### src/rtl/apb_slave_pkg.sv
// apb_slave_pkg: shared types and widths for the APB completer memory.
//   apb_state_e : transfer FSM state (IDLE, ACCESS, DONE)
//   APB_ADDR_W  : APB address width
//   APB_DATA_W  : APB data width
//   CNT_W       : wait-state counter width (enough for 0..15 wait states)
package apb_slave_pkg;

  localparam int APB_ADDR_W = 32;
  localparam int APB_DATA_W = 32;
  localparam int CNT_W      = 4;

  typedef enum logic [1:0] {
    IDLE   = 2'd0,
    ACCESS = 2'd1,
    DONE   = 2'd2
  } apb_state_e;

endpackage

### src/rtl/apb_wait_counter.sv
// apb_wait_counter: loadable down-counter that times the wait states of one
// APB access. Loaded with the wait-state count at the setup edge, it counts
// down once per stalled access cycle. last_o is high while the count is 1,
// which is the cycle in which pready must be scheduled for the next cycle.
// Ports:
//   clk_i      : clock, rising edge
//   rst_i      : synchronous active-high reset (clears the count)
//   load_i     : load load_val_i this cycle (takes priority over dec_i)
//   load_val_i : value to load
//   dec_i      : decrement this cycle (saturates at 0)
//   last_o     : count equals 1
module apb_wait_counter
  import apb_slave_pkg::*;
(
  input  logic             clk_i,
  input  logic             rst_i,
  input  logic             load_i,
  input  logic [CNT_W-1:0] load_val_i,
  input  logic             dec_i,
  output logic             last_o
);

  logic [CNT_W-1:0] cnt_d;
  logic [CNT_W-1:0] cnt_q;

  always_comb begin
    cnt_d = cnt_q;
    if (load_i) begin
      cnt_d = load_val_i;
    end else if (dec_i && (cnt_q != '0)) begin
      cnt_d = cnt_q - 1'b1;
    end
  end

  always_ff @(posedge clk_i) begin
    if (rst_i) begin
      cnt_q <= '0;
    end else begin
      cnt_q <= cnt_d;
    end
  end

  assign last_o = (cnt_q == CNT_W'(1));

endmodule

### src/rtl/apb_slave_mem.sv
// apb_slave_mem: APB completer backed by a DEPTH-word register array.
// Optional wait states are enabled by defining the macro SLAVE_WAIT_STATE_EN;
// with it undefined every transfer completes in its first access cycle and
// WAIT_CYCLES has no effect.
//
// Handshake: a transfer starts with a setup cycle (psel=1, penable=0), in
// which address, direction, write data and the decode result are captured.
// It completes on the rising edge where psel=1, penable=1 and pready=1.
// Dropping psel or penable before that edge aborts the transfer with no
// side effects. prdata and pslverr are meaningful only while pready=1.
//
// Ports:
//   hclk    : clock, rising edge
//   hreset  : synchronous active-high reset
//   psel    : completer select
//   penable : access-phase strobe
//   pwrite  : 1 = write, 0 = read
//   paddr   : byte address
//   pwdata  : write data
//   prdata  : read data (registered)
//   pready  : transfer complete (registered)
//   pslverr : decode error response (registered)
module apb_slave_mem
  import apb_slave_pkg::*;
#(
  parameter int unsigned           DEPTH       = 16,
  parameter logic [APB_ADDR_W-1:0] BASE_ADDR   = 32'h8000_0000,
  parameter int unsigned           WAIT_CYCLES = 2
) (
  input  logic                  hclk,
  input  logic                  hreset,
  input  logic                  psel,
  input  logic                  penable,
  input  logic                  pwrite,
  input  logic [APB_ADDR_W-1:0] paddr,
  input  logic [APB_DATA_W-1:0] pwdata,
  output logic [APB_DATA_W-1:0] prdata,
  output logic                  pready,
  output logic                  pslverr
);

  localparam int unsigned           IDX_W = $clog2(DEPTH);
  localparam logic [APB_ADDR_W-1:0] SPAN  = APB_ADDR_W'(4 * DEPTH);

  // Elaboration-time parameter sanity checks.
  if ((DEPTH < 2) || (DEPTH > 256) || ((DEPTH & (DEPTH - 1)) != 0)) begin : g_bad_depth
    $error("apb_slave_mem: DEPTH must be a power of two in 2..256");
  end
  if (WAIT_CYCLES > 15) begin : g_bad_wait
    $error("apb_slave_mem: WAIT_CYCLES must be in 0..15");
  end
  if ((BASE_ADDR & (SPAN - 1'b1)) != '0) begin : g_bad_base
    $error("apb_slave_mem: BASE_ADDR must be aligned to 4*DEPTH");
  end

  // FSM state and registered outputs; state_q is the observable FSM state.
  apb_state_e            state_q;
  logic                  pready_q;
  logic                  pslverr_q;
  logic [APB_DATA_W-1:0] prdata_q;

  // Transfer context captured in the setup cycle.
  logic                  write_q;
  logic                  valid_q;
  logic [IDX_W-1:0]      idx_q;
  logic [APB_DATA_W-1:0] wdata_q;

  logic [APB_DATA_W-1:0] mem_q [DEPTH];

  // Decode of the live address. Because BASE_ADDR is aligned to the window
  // size, the wrapped subtraction is below SPAN exactly when paddr lies in
  // [BASE_ADDR, BASE_ADDR + SPAN), so one compare checks both bounds.
  logic [APB_ADDR_W-1:0] offset;
  logic                  dec_valid;
  logic [IDX_W-1:0]      dec_idx;

  assign offset    = paddr - BASE_ADDR;
  assign dec_valid = (offset < SPAN) && (paddr[1:0] == 2'b00);
  assign dec_idx   = offset[IDX_W+1:2];

  logic setup_accept;
  logic access_held;
  logic mem_we;
  logic wait_last;

  assign setup_accept = (state_q != ACCESS) && psel && !penable;
  assign access_held  = psel && penable;
  assign mem_we       = (state_q == ACCESS) && access_held && pready_q &&
                        write_q && valid_q;

  // Read data for the pready cycle: zero for writes and decode errors.
  // rdata_setup serves the zero-wait case, where pready is scheduled at the
  // setup edge before the captured index exists.
  logic [APB_DATA_W-1:0] rdata_setup;
  logic [APB_DATA_W-1:0] rdata_cap;

  assign rdata_setup = (dec_valid && !pwrite) ? mem_q[dec_idx] : '0;
  assign rdata_cap   = (valid_q && !write_q) ? mem_q[idx_q]   : '0;

`ifdef SLAVE_WAIT_STATE_EN
  localparam bit               W_ZERO = (WAIT_CYCLES == 0);
  localparam logic [CNT_W-1:0] W_LOAD = CNT_W'(WAIT_CYCLES);

  logic cnt_dec;
  assign cnt_dec = (state_q == ACCESS) && access_held && !pready_q;

  apb_wait_counter u_wait_counter (
    .clk_i      (hclk),
    .rst_i      (hreset),
    .load_i     (setup_accept),
    .load_val_i (W_LOAD),
    .dec_i      (cnt_dec),
    .last_o     (wait_last)
  );
`else
  localparam bit W_ZERO = 1'b1;
  // Without wait states pready is always scheduled at the setup edge, so a
  // stalled access cycle never occurs.
  assign wait_last = 1'b1;
`endif

  always_ff @(posedge hclk) begin
    if (hreset) begin
      state_q   <= IDLE;
      pready_q  <= 1'b0;
      pslverr_q <= 1'b0;
      prdata_q  <= '0;
      write_q   <= 1'b0;
      valid_q   <= 1'b0;
      idx_q     <= '0;
      wdata_q   <= '0;
    end else begin
      unique case (state_q)
        // DONE behaves as IDLE so back-to-back setups are accepted.
        IDLE, DONE: begin
          pready_q  <= 1'b0;
          pslverr_q <= 1'b0;
          prdata_q  <= '0;
          if (setup_accept) begin
            state_q <= ACCESS;
            write_q <= pwrite;
            valid_q <= dec_valid;
            idx_q   <= dec_idx;
            wdata_q <= pwdata;
            if (W_ZERO) begin
              pready_q  <= 1'b1;
              pslverr_q <= !dec_valid;
              prdata_q  <= rdata_setup;
            end
          end else begin
            state_q <= IDLE;
          end
        end
        ACCESS: begin
          if (!access_held) begin
            // Abort: requester withdrew before completion.
            state_q   <= IDLE;
            pready_q  <= 1'b0;
            pslverr_q <= 1'b0;
            prdata_q  <= '0;
          end else if (pready_q) begin
            // Completion edge; the memory write happens in the array block.
            state_q   <= DONE;
            pready_q  <= 1'b0;
            pslverr_q <= 1'b0;
            prdata_q  <= '0;
          end else if (wait_last) begin
            pready_q  <= 1'b1;
            pslverr_q <= !valid_q;
            prdata_q  <= rdata_cap;
          end
        end
        default: begin
          state_q   <= IDLE;
          pready_q  <= 1'b0;
          pslverr_q <= 1'b0;
          prdata_q  <= '0;
        end
      endcase
    end
  end

  always_ff @(posedge hclk) begin
    if (hreset) begin
      for (int i = 0; i < int'(DEPTH); i++) begin
        mem_q[i] <= '0;
      end
    end else if (mem_we) begin
      mem_q[idx_q] <= wdata_q;
    end
  end

  assign prdata  = prdata_q;
  assign pready  = pready_q;
  assign pslverr = pslverr_q;

endmodule

### config.mk
export PLATFORM = sky130hd
export DESIGN_NAME = apb_slave_mem
export DESIGN_NICKNAME = d
export VERILOG_FILES = /design/src/rtl/apb_slave_pkg.sv /design/src/rtl/apb_wait_counter.sv /design/src/rtl/apb_slave_mem.sv
export SDC_FILE = /design/constraint.sdc
export NUM_CORES = 1
export LEC_CHECK = 0
export ABC_CLOCK_PERIOD_IN_PS = 2500
export CELL_PAD_IN_SITES_DETAIL_PLACEMENT = 1
export CELL_PAD_IN_SITES_GLOBAL_PLACEMENT = 1
export CORE_MARGIN = 3
export CORE_UTILIZATION = 30
export CTS_CLUSTER_DIAMETER = 200
export DETAILED_ROUTE_END_ITERATION = 7
export HOLD_SLACK_MARGIN = 0.06
export PLACE_DENSITY_LB_ADDON = 0.1
export SLEW_MARGIN = 30
export SYNTH_ARGS = -nofsm -noshare
export SYNTH_HDL_FRONTEND = slang
export SYNTH_SLANG_ARGS = --single-unit
### constraint.sdc
create_clock -name hclk -period 2.5 [get_ports hclk]
set_input_delay 0.5 -clock hclk [delete_from_list [all_inputs] [get_ports hclk]]
set_output_delay 0.5 -clock hclk [all_outputs]
set_load 0.03 [all_outputs]
== After elaboration in Yosys (flattened, before gate mapping) ==
Memory sizes are Yosys's and may differ from the RTL's. A register that Yosys moved wholly into a read port is not among the register bits.
Index checks and enable logic that the tools add are counted.
Cells by class
  reduce and logical (&&, ||, !) cells: 20
  add/subtract/negate cells: 1
  magnitude comparators: 1
  mux-type cells: 28
  equality and inequality tests: 4
Operators with widths (count)
  two-way mux 32 bit: 6
  case mux 32 bit (2 select lines): 1
  < comparator 32 x 7 -> 1 bit, second input constant: 1
  OR reduction 32 bit: 1
  subtractor 32 bit, second input constant: 1
  two-way mux 1 bit: 13
  two-way mux 4 bit: 3
  logical AND 1 bit: 10
  logical NOT 1 bit: 5
  logical NOT 2 bit: 2
  two-way mux 2 bit: 2
  case mux 1 bit (2 select lines): 2
  case mux 2 bit (2 select lines): 1
  inequality test 3 bit, second input constant: 1
  equality test 2 x 1 -> 1 bit, second input constant: 1
  equality test 2 bit, second input constant: 1
  inequality test 2 x 1 -> 1 bit, second input constant: 1
  AND reduction 2 bit: 1
  OR reduction 2 bit: 1
Storage, ports and cells
  register bits: 74
  RAM bits: 512
  memories kept: 1
Memory list
  mem_q: depth 16, width 32, read ports 2, clocked after memory_dff 1, wr ports 16, line apb_slave_mem.sv:68  | logic [APB_DATA_W-1:0] mem_q [DEPTH];

== Longest topological paths before layout ==
Gate-level depths: netlist of run 1.
  depth after elaboration: 10
  gate-level depth with buffers: 7
  depth with buffers taken out: 4

== Worst setup path before layout of run 1 ==
Ideal clock, no wire load.
  kind: register to register
  start: register pready_q (netlist: pready)
  end: memory mem_q[4][0], enable pin
  slack: 0.315 ns
  path buffers: 0
  cell stages (with the launch flop): 5
  data arrival time: 1.810 ns
  data required time: 2.125 ns
  cells stage by stage: dfxtp_1 -> and2b_1 -> nand3_2 -> nor4_2 -> or2_2
RTL lines
  start: declaration: line apb_slave_mem.sv:58  | logic pready_q;
  start signal: assignment: line apb_slave_mem.sv:125  | pready_q <= 1'b0;
  start signal: assignment: line apb_slave_mem.sv:136  | pready_q <= 1'b0;
  start signal: assignment: line apb_slave_mem.sv:146  | pready_q <= 1'b1;
  end: declaration: line apb_slave_mem.sv:68

== Worst setup path in the final report of run 1 ==
  start: register pready_q (netlist: pready)
  end: output port pready
RTL lines
  end: declaration: line apb_slave_mem.sv:38  | output logic pready,
No word-level cell between the ends.

==> metrics.txt, run 1 <==
hold slack=0.413 ns; placed instance area=between 30,000 and 40,000 sq um; Worst-Margin Slew=0.842 ns; CTS sink cnt=just under 600; nets=2,157; WL/cell=approximately 31 um; htree depth=3; initial antenna violation count=4; final instance area=~36,000 sq um; drt pass-1 iters=7; Max Slew Vio Count=0; all-layer global routing usage=approximately a fifth; Cell Chain, Critical Path=clkdlybuf4s50_1; Ys Warns=0; worst stage delay on the critical path=roughly 0.73 ns; max_cap viols=0; Final Setup Violations=0; Min-Delay Path Class=in -> reg; hold path depth=4; layout cells sized above 1=approximately a quarter; crit path DAT=approximately 1.8 ns; ANT nets after route=0; via count=18.3k; crit end category=output port; first-pass GRT wire length=about 150,000 um; DRC viols=0; Slew headroom=roughly 44%; PD cells=683 nW/um^2; Die W=around 320 um; sequential-to-total area share from yosys stat=57.9%; Final WS setup=0.210 ns; CTS buffer count=73; CP top delay family=buffers and inverters; f_max=437 MHz; r2r setup slk=about 0.35 ns; clk_lat worst skew=roughly 0.63 ns; WP data required=roughly 2 ns; CTS tree=built; vias per inst=5.36; commonest non-fill, non-tap cell in the layout=and2_1; Synth Cell Area=29,200 sq um; post-cts sizing count=0; Setup WS pre-CTS=-0.267 ns; FF+latch count, synth=just under 600; worst-case reg-to-reg path depth=5; CP max stage cell=clkdlybuf4s50_1; RSZ-0062 raised after global routing=no; final hold violation count=0; I/O Pins=103; Clock transition at path regs=roughly 0.06 ns; num rows=between 100 and 150; routability cong.=between 0.7 and 0.8; most frequent cells in the layout=and2_1 (516), edfxtp_1 (512), mux4_2 (256), nand2_1 (130), a22oi_1 (106); synth unique cells=just over 40; Port Buffers=between 100 and 150; Min-Delay Startpoint=paddr[2]; core area=between 90,000 and 100,000 sq um; critical path type=reg -> out; Clock Skews=approximately 0.028 ns; Final HPWL DP=approximately 69,000 um; synthesis-to-layout area growth=21.5%; Clock Tree Root=clkbuf_16; Final min period=around 2.3 ns; Max IR drop VDD=approximately 0.42 mV; Tcrit/Tclk final=a little over 90%; Routed WL=104,000 um; Mapped Cells=~2k; Synth Area per Inst=approximately 15 sq um; reg2reg end=prdata[29]$_SDFF_PP0_; crit-path max FO=5; starting density of the core=a little under a third; crit path launch type=flip-flop; syn nets=approximately 2.0k; Die H=318 um; static leakage=12.4 nW; largest net degree at the start of global routing=55; initial drt markers=1,506; die area=a little over 100,000 sq um; vias in the first global route=20.0k; grt ovf=0; Longest Clk Path Bufs=3; WP buf/inv=1; run status=completed
==> flip-flops by register name, indices dropped and copies added (netlist names), named ones only <==
register / cells
idx_q: 4
mem_q: 512
prdata: 32
pready: 1
pslverr: 1
state_q: 2
valid_q: 1
wdata_q: 32
write_q: 1
==> routing by layer <==
| layer | share of wire, % | routed length, um | vias to the layer above | track usage (%) |
|---|---|---|---|---|
| li1 | - | - | 7778 | - |
| met1 | 46 | 47800 | 9843 | 29.3 |
| met2 | 46 | 48300 | 563 | 32.7 |
| met3 | 6.0 | 6260 | 127 | 4.02 |
| met4 | 1.8 | 1880 | 0 | 4.89 |
| met5 | 0 | 0 | - | 0 |
==> per-stage QoR <==
| stage | util (%) | cells | power [mW] | TNS (ns) |
|---|---|---|---|---|
| finish | 37.0 | 3415 | 24.2 | 0 |
| global route | 37.0 | 3413 | 25.1 | 0 |
| CTS | 37.0 | 3413 | 24.6 | 0 |
| detailed placement | 34.5 | 3277 | 13.5 | -123.04 |
| global placement | 34.4 | 3275 | 13.4 | -134.55 |
| floorplan | - | 1951 | 12.4 | 0 |
==> synthesized netlist by cell type <==
library cell / number / area, sq um
a21o_1: 1 / 7.51
a21oi_1: 39 / 195
a22o_1: 22 / 193
a22oi_1: 106 / 796
and2_0: 2 / 12.5
and2_1: 515 / 3220
and2b_1: 1 / 7.51
and4b_1: 1 / 10.0
buf_1: 14 / 52.6
buf_2: 23 / 115
buf_4: 11 / 82.6
buf_6: 3 / 33.8
clkbuf_1: 95 / 357
clkbuf_2: 36 / 180
dfxtp_1: 78 / 1560
edfxtp_1: 512 / 15400
mux2i_1: 3 / 30.0
mux4_2: 256 / 5770
nand2_1: 130 / 488
nand2b_1: 5 / 31.3
nand3_1: 1 / 5.00
nand3_2: 1 / 10.0
nand4_1: 4 / 25.0
nand4b_1: 1 / 8.76
nor2_1: 16 / 60.1
nor2b_1: 6 / 37.5
nor3_2: 3 / 30.0
nor3_4: 1 / 16.3
nor3b_1: 1 / 7.51
nor4_1: 6 / 37.5
nor4_2: 2 / 25.0
nor4_4: 2 / 42.5
nor4b_1: 1 / 8.76
nor4b_4: 1 / 23.8
o21ai_0: 1 / 5.00
o221ai_1: 10 / 87.6
o22ai_1: 10 / 62.6
o2bb2ai_1: 10 / 87.6
or2_2: 17 / 106
or3_1: 3 / 18.8
or3b_1: 1 / 8.76
==> timing repair <==
| item | CTS | global route |
|---|---|---|
| buffers inserted | 0 | 0 |
| hold endpoints to repair | 2 | 0 |
| hold buffers | 1 | 0 |
==> final cells by class <==
cell class / instances / area [sq um]
multi-input cells: 1179 / 11600
flip-flops and latches: 590 / 16900
fillers: 9640 / 60400
repair buffers: 244 / 2880
clock inverters: 35 / 419
diodes: 2 / 5.00
well taps: 1265 / 1580
clock buffers: 100 / 2040
==> worst max path at each step <==
stage	startpoint	to	slack, ns	depth (start not counted)
final	pready$_SDFF_PP0_	pready	0.21	1
after global routing	pready$_SDFF_PP0_	pready	0.14	1
after CTS	prdata[10]$_SDFF_PP0_	prdata[10]	0.12	1
after detailed placement	penable	mem_q[4][3]$_SDFFCE_PN0P_	-0.27	7
after global placement	penable	mem_q[6][2]$_SDFFCE_PN0P_	-0.27	7
after floorplan	pready$_SDFF_PP0_	mem_q[4][0]$_SDFFCE_PN0P_	0.32	4
==> power by group <==
| part | internal (mW) | switching [mW] | leakage [nW] |
|---|---|---|---|
| Clock | 6.57 | 4.40 | 1.20 |
| Combinational | 0.944 | 1.06 | 5.25 |
| Sequential | 11.0 | 0.289 | 5.93 |
| Total | 18.5 | 5.75 | 12.4 |
==> logic make-up (layout without fill, tap and decap cells) <==
| group | after synthesis | in the layout | share of synthesized area (%) |
|---|---|---|---|
| other cells | 0 | 2 | 0 |
| buf+inv | 182 | 379 | 2.81 |
| mux | 259 | 259 | 19.8 |
| compound gates | 199 | 199 | 4.91 |
| simple gates | 721 | 721 | 14.5 |
| flops | 590 | 590 | 57.9 |
No activity file was read; power rests on OpenSTA's default activity.
==> inputs of run 2 (changes only) <==
--- a/config.mk
+++ b/config.mk
@@ -12,6 +12,8 @@
 export CORE_UTILIZATION = 30
 export CTS_CLUSTER_DIAMETER = 200
 export DETAILED_ROUTE_END_ITERATION = 7
+export DONT_BUFFER_PORTS = 1
+export GPL_TIMING_DRIVEN = 0
 export HOLD_SLACK_MARGIN = 0.06
 export PLACE_DENSITY_LB_ADDON = 0.1
 export SLEW_MARGIN = 30
==> metrics.txt, run 2 (synthesis results as in run 1) <==
run status=completed; sequential share of power=46.5% (about the same); Final min period=2.49 ns (+0.203 ns); via count=19.3k (+5.7%); Max IR drop VDD=0.492 mV (+16%); crit path launch type=flip-flop; WL/cell=36.4 um (+19%); Min-Delay Path Class=in -> reg; WP data required=3.00 ns (+1.00 ns); Worst Hold End=idx_q[3]$_SDFFE_PP0P_; Routed WL=126,000 um (+20%); crit end category=flip-flop; FF/Latch Area=16,900 sq um (about the same); f_max=401 MHz (-8.1%); ANT nets after route=0 (unchanged); static leakage=12.2 nW (-1.3%); DRC viols=0 (unchanged); Cell Chain, Critical Path=and4b_1 -> nand4_1 -> nor2_2 -> clkbuf_2 -> and2_1; Die H=318 um (unchanged); fin util=36.3% (-0.75 points); max reg flops=512 (unchanged); final instance area=34,800 sq um (-2.0%); most frequent cells in the layout=and2_1 (515), edfxtp_1 (512), mux4_2 (256), nand2_1 (129), a22oi_1 (106); crit-path max FO=10 (+5); Clock transition at path regs=0.06 ns (about the same); critical path type=reg -> reg; nets=2,189 (+1.5%); core area=95,900 sq um (unchanged); die area=101,000 sq um (unchanged); hold path depth=2 (-2); Min-Delay Startpoint=paddr[5]; r2r setup slk=0.007 ns (-0.34 ns); Clock power frac=44.7% (-0.6 points); routability cong.=0.823 (+5.6%); CP max stage cell=nor2_2; final hold violation count=0 (unchanged); Placed Cells incl. Taps=3,228 (-1.5%); Comb power frac=8.8% (+0.5 points); reg2reg start=state_q[0]$_SDFFE_PP0P_; Design Power=24.1 mW (-0.45%); Slew headroom=26.6% (-17 points); PD cells=694 nW/um^2 (+1.6%); worst-case reg-to-reg path depth=5 (unchanged); CTS sink cnt=590 (unchanged); drt pass-1 iters=5 (-2); starting density of the core=30.5% (unchanged); Final Setup Violations=0 (unchanged); first-pass GRT wire length=172,000 um (+14%); Fillers=9,820 (+1.9%); initial drt markers=2,201 (+46%); multi-input logic area=11,600 sq um (+0.11%); CTS buffer count=74 (+1.4%); Clock Tree Root=clkbuf_16; I/O Pins=103 (unchanged); vias in the first global route=20.6k (+2.9%); reg2reg end=mem_q[5][1]$_SDFFCE_PN0P_; vias per inst=5.61 (+4.7%); placed instance area=31,200 sq um (-5.6%); Port Buffers=0 (-100%); clk_lat worst skew=0.65 ns (+0.02 ns); Tcrit/Tclk final=99.7% (+8.1 points); RSZ-0062 raised after global routing=yes; num rows=113 (unchanged); CTS tree=built; P_sw=5.94 mW (+3.5%); commonest non-fill, non-tap cell in the layout=and2_1; grt ovf=0 (unchanged); Longest Clk Path Bufs=3 (unchanged); crit path DAT=2.99 ns (+1.20 ns); Switching Fraction=24.6% (+0.93 points); max_cap viols=0 (unchanged); worst stage delay on the critical path=0.54 ns (-0.19 ns); layout cells sized above 1=26.8% (+0.87 points); Clock Skews=0.0251 ns (-0.00268 ns); synthesis-to-layout area growth=19.0%; Internal=18.2 mW (-1.7%); Max Slew Vio Count=0 (unchanged); htree depth=3 (unchanged); Post-Layout Cell Count=3,448 (+0.97%); Top reg by flops=mem_q; hold slack=0.114 ns (-0.300 ns); Die W=318 um (unchanged); all-layer global routing usage=24.6% (+4.0 points); largest net degree at the start of global routing=24 (-56%); initial antenna violation count=9 (+5); Worst-Margin Slew=1.10 ns (+0.259 ns); Final HPWL DP=82,400 um (+20%)
[run 2: per-stage QoR]
stage / setup slack, ns / TNS, ns
6_report: 0.00737 / 0
5_1_grt: -0.103 / -2.15
4_1_cts: 0.0104 / 0
3_5_place_dp: -0.592 / -209.84
3_3_place_gp: -1.55 / -479.17
2_1_floorplan: 0.315 / 0
[run 2: area by class of cell]
| class | count | share of cell area, % |
|---|---|---|
| buffer | 182 | 2.74 |
| multi-input combinational | 1185 | 33.5 |
| tap | 1265 | 4.55 |
| clock buffer | 111 | 6.04 |
| clock inverter | 24 | 0.799 |
| antenna | 4 | 0.0288 |
| timing repair buffer | 87 | 3.67 |
| sequential | 590 | 48.7 |
[run 2: worst max-delay path by stage]
stage	to	slack, ns	from
3_3_place_gp	prdata[5]$_SDFF_PP0_	-1.55	psel
6_report	mem_q[5][1]$_SDFFCE_PN0P_	0.007	state_q[0]$_SDFFE_PP0P_
5_1_grt	mem_q[5][4]$_SDFFCE_PN0P_	-0.10	state_q[0]$_SDFFE_PP0P_
4_1_cts	mem_q[13][30]$_SDFFCE_PN0P_	0.01	pready$_SDFF_PP0_
2_1_floorplan	mem_q[4][0]$_SDFFCE_PN0P_	0.32	pready$_SDFF_PP0_
3_5_place_dp	prdata[22]$_SDFF_PP0_	-0.59	paddr[4]
[run 2: layer usage]
| metal | vias up | global-route usage [%] | wire length [um] |
|---|---|---|---|
| met5 | - | 0 | 0 |
| met4 | 0 | 7.28 | 3480 |
| met3 | 187 | 3.64 | 8840 |
| met2 | 883 | 39.3 | 58400 |
| met1 | 10435 | 34.8 | 54900 |
| li1 | 7843 | - | - |
[run 2: critical path, delay by kind of cell (launching register included)]
family	cells	cell delay (ns)
AND/OR/NAND/NOR	4	1.47
buffers and inverters	1	0.49
flip-flops	1	0.38
[run 2: power groups by stage]
| stage | Clock, mW | Combinational [mW] | Sequential [mW] |
|---|---|---|---|
| finish | 10.8 | 2.14 | 11.2 |
| global route | 11.4 | 2.22 | 11.3 |
| CTS | 11.0 | 2.12 | 11.2 |
| detailed placement | 0 | 1.93 | 11.4 |
| global placement | 0 | 1.86 | 11.4 |
| floorplan | 0 | 1.14 | 11.3 |
[run 2: what timing repair did]
action	in CTS	in global routing
cloned	6	0
endpoints found under the hold margin	33	0
hold buffers	33	0
gates resized for setup	55	34
endpoints found under the setup margin	763	297
setup buffers	39	2
pin swaps	10	2
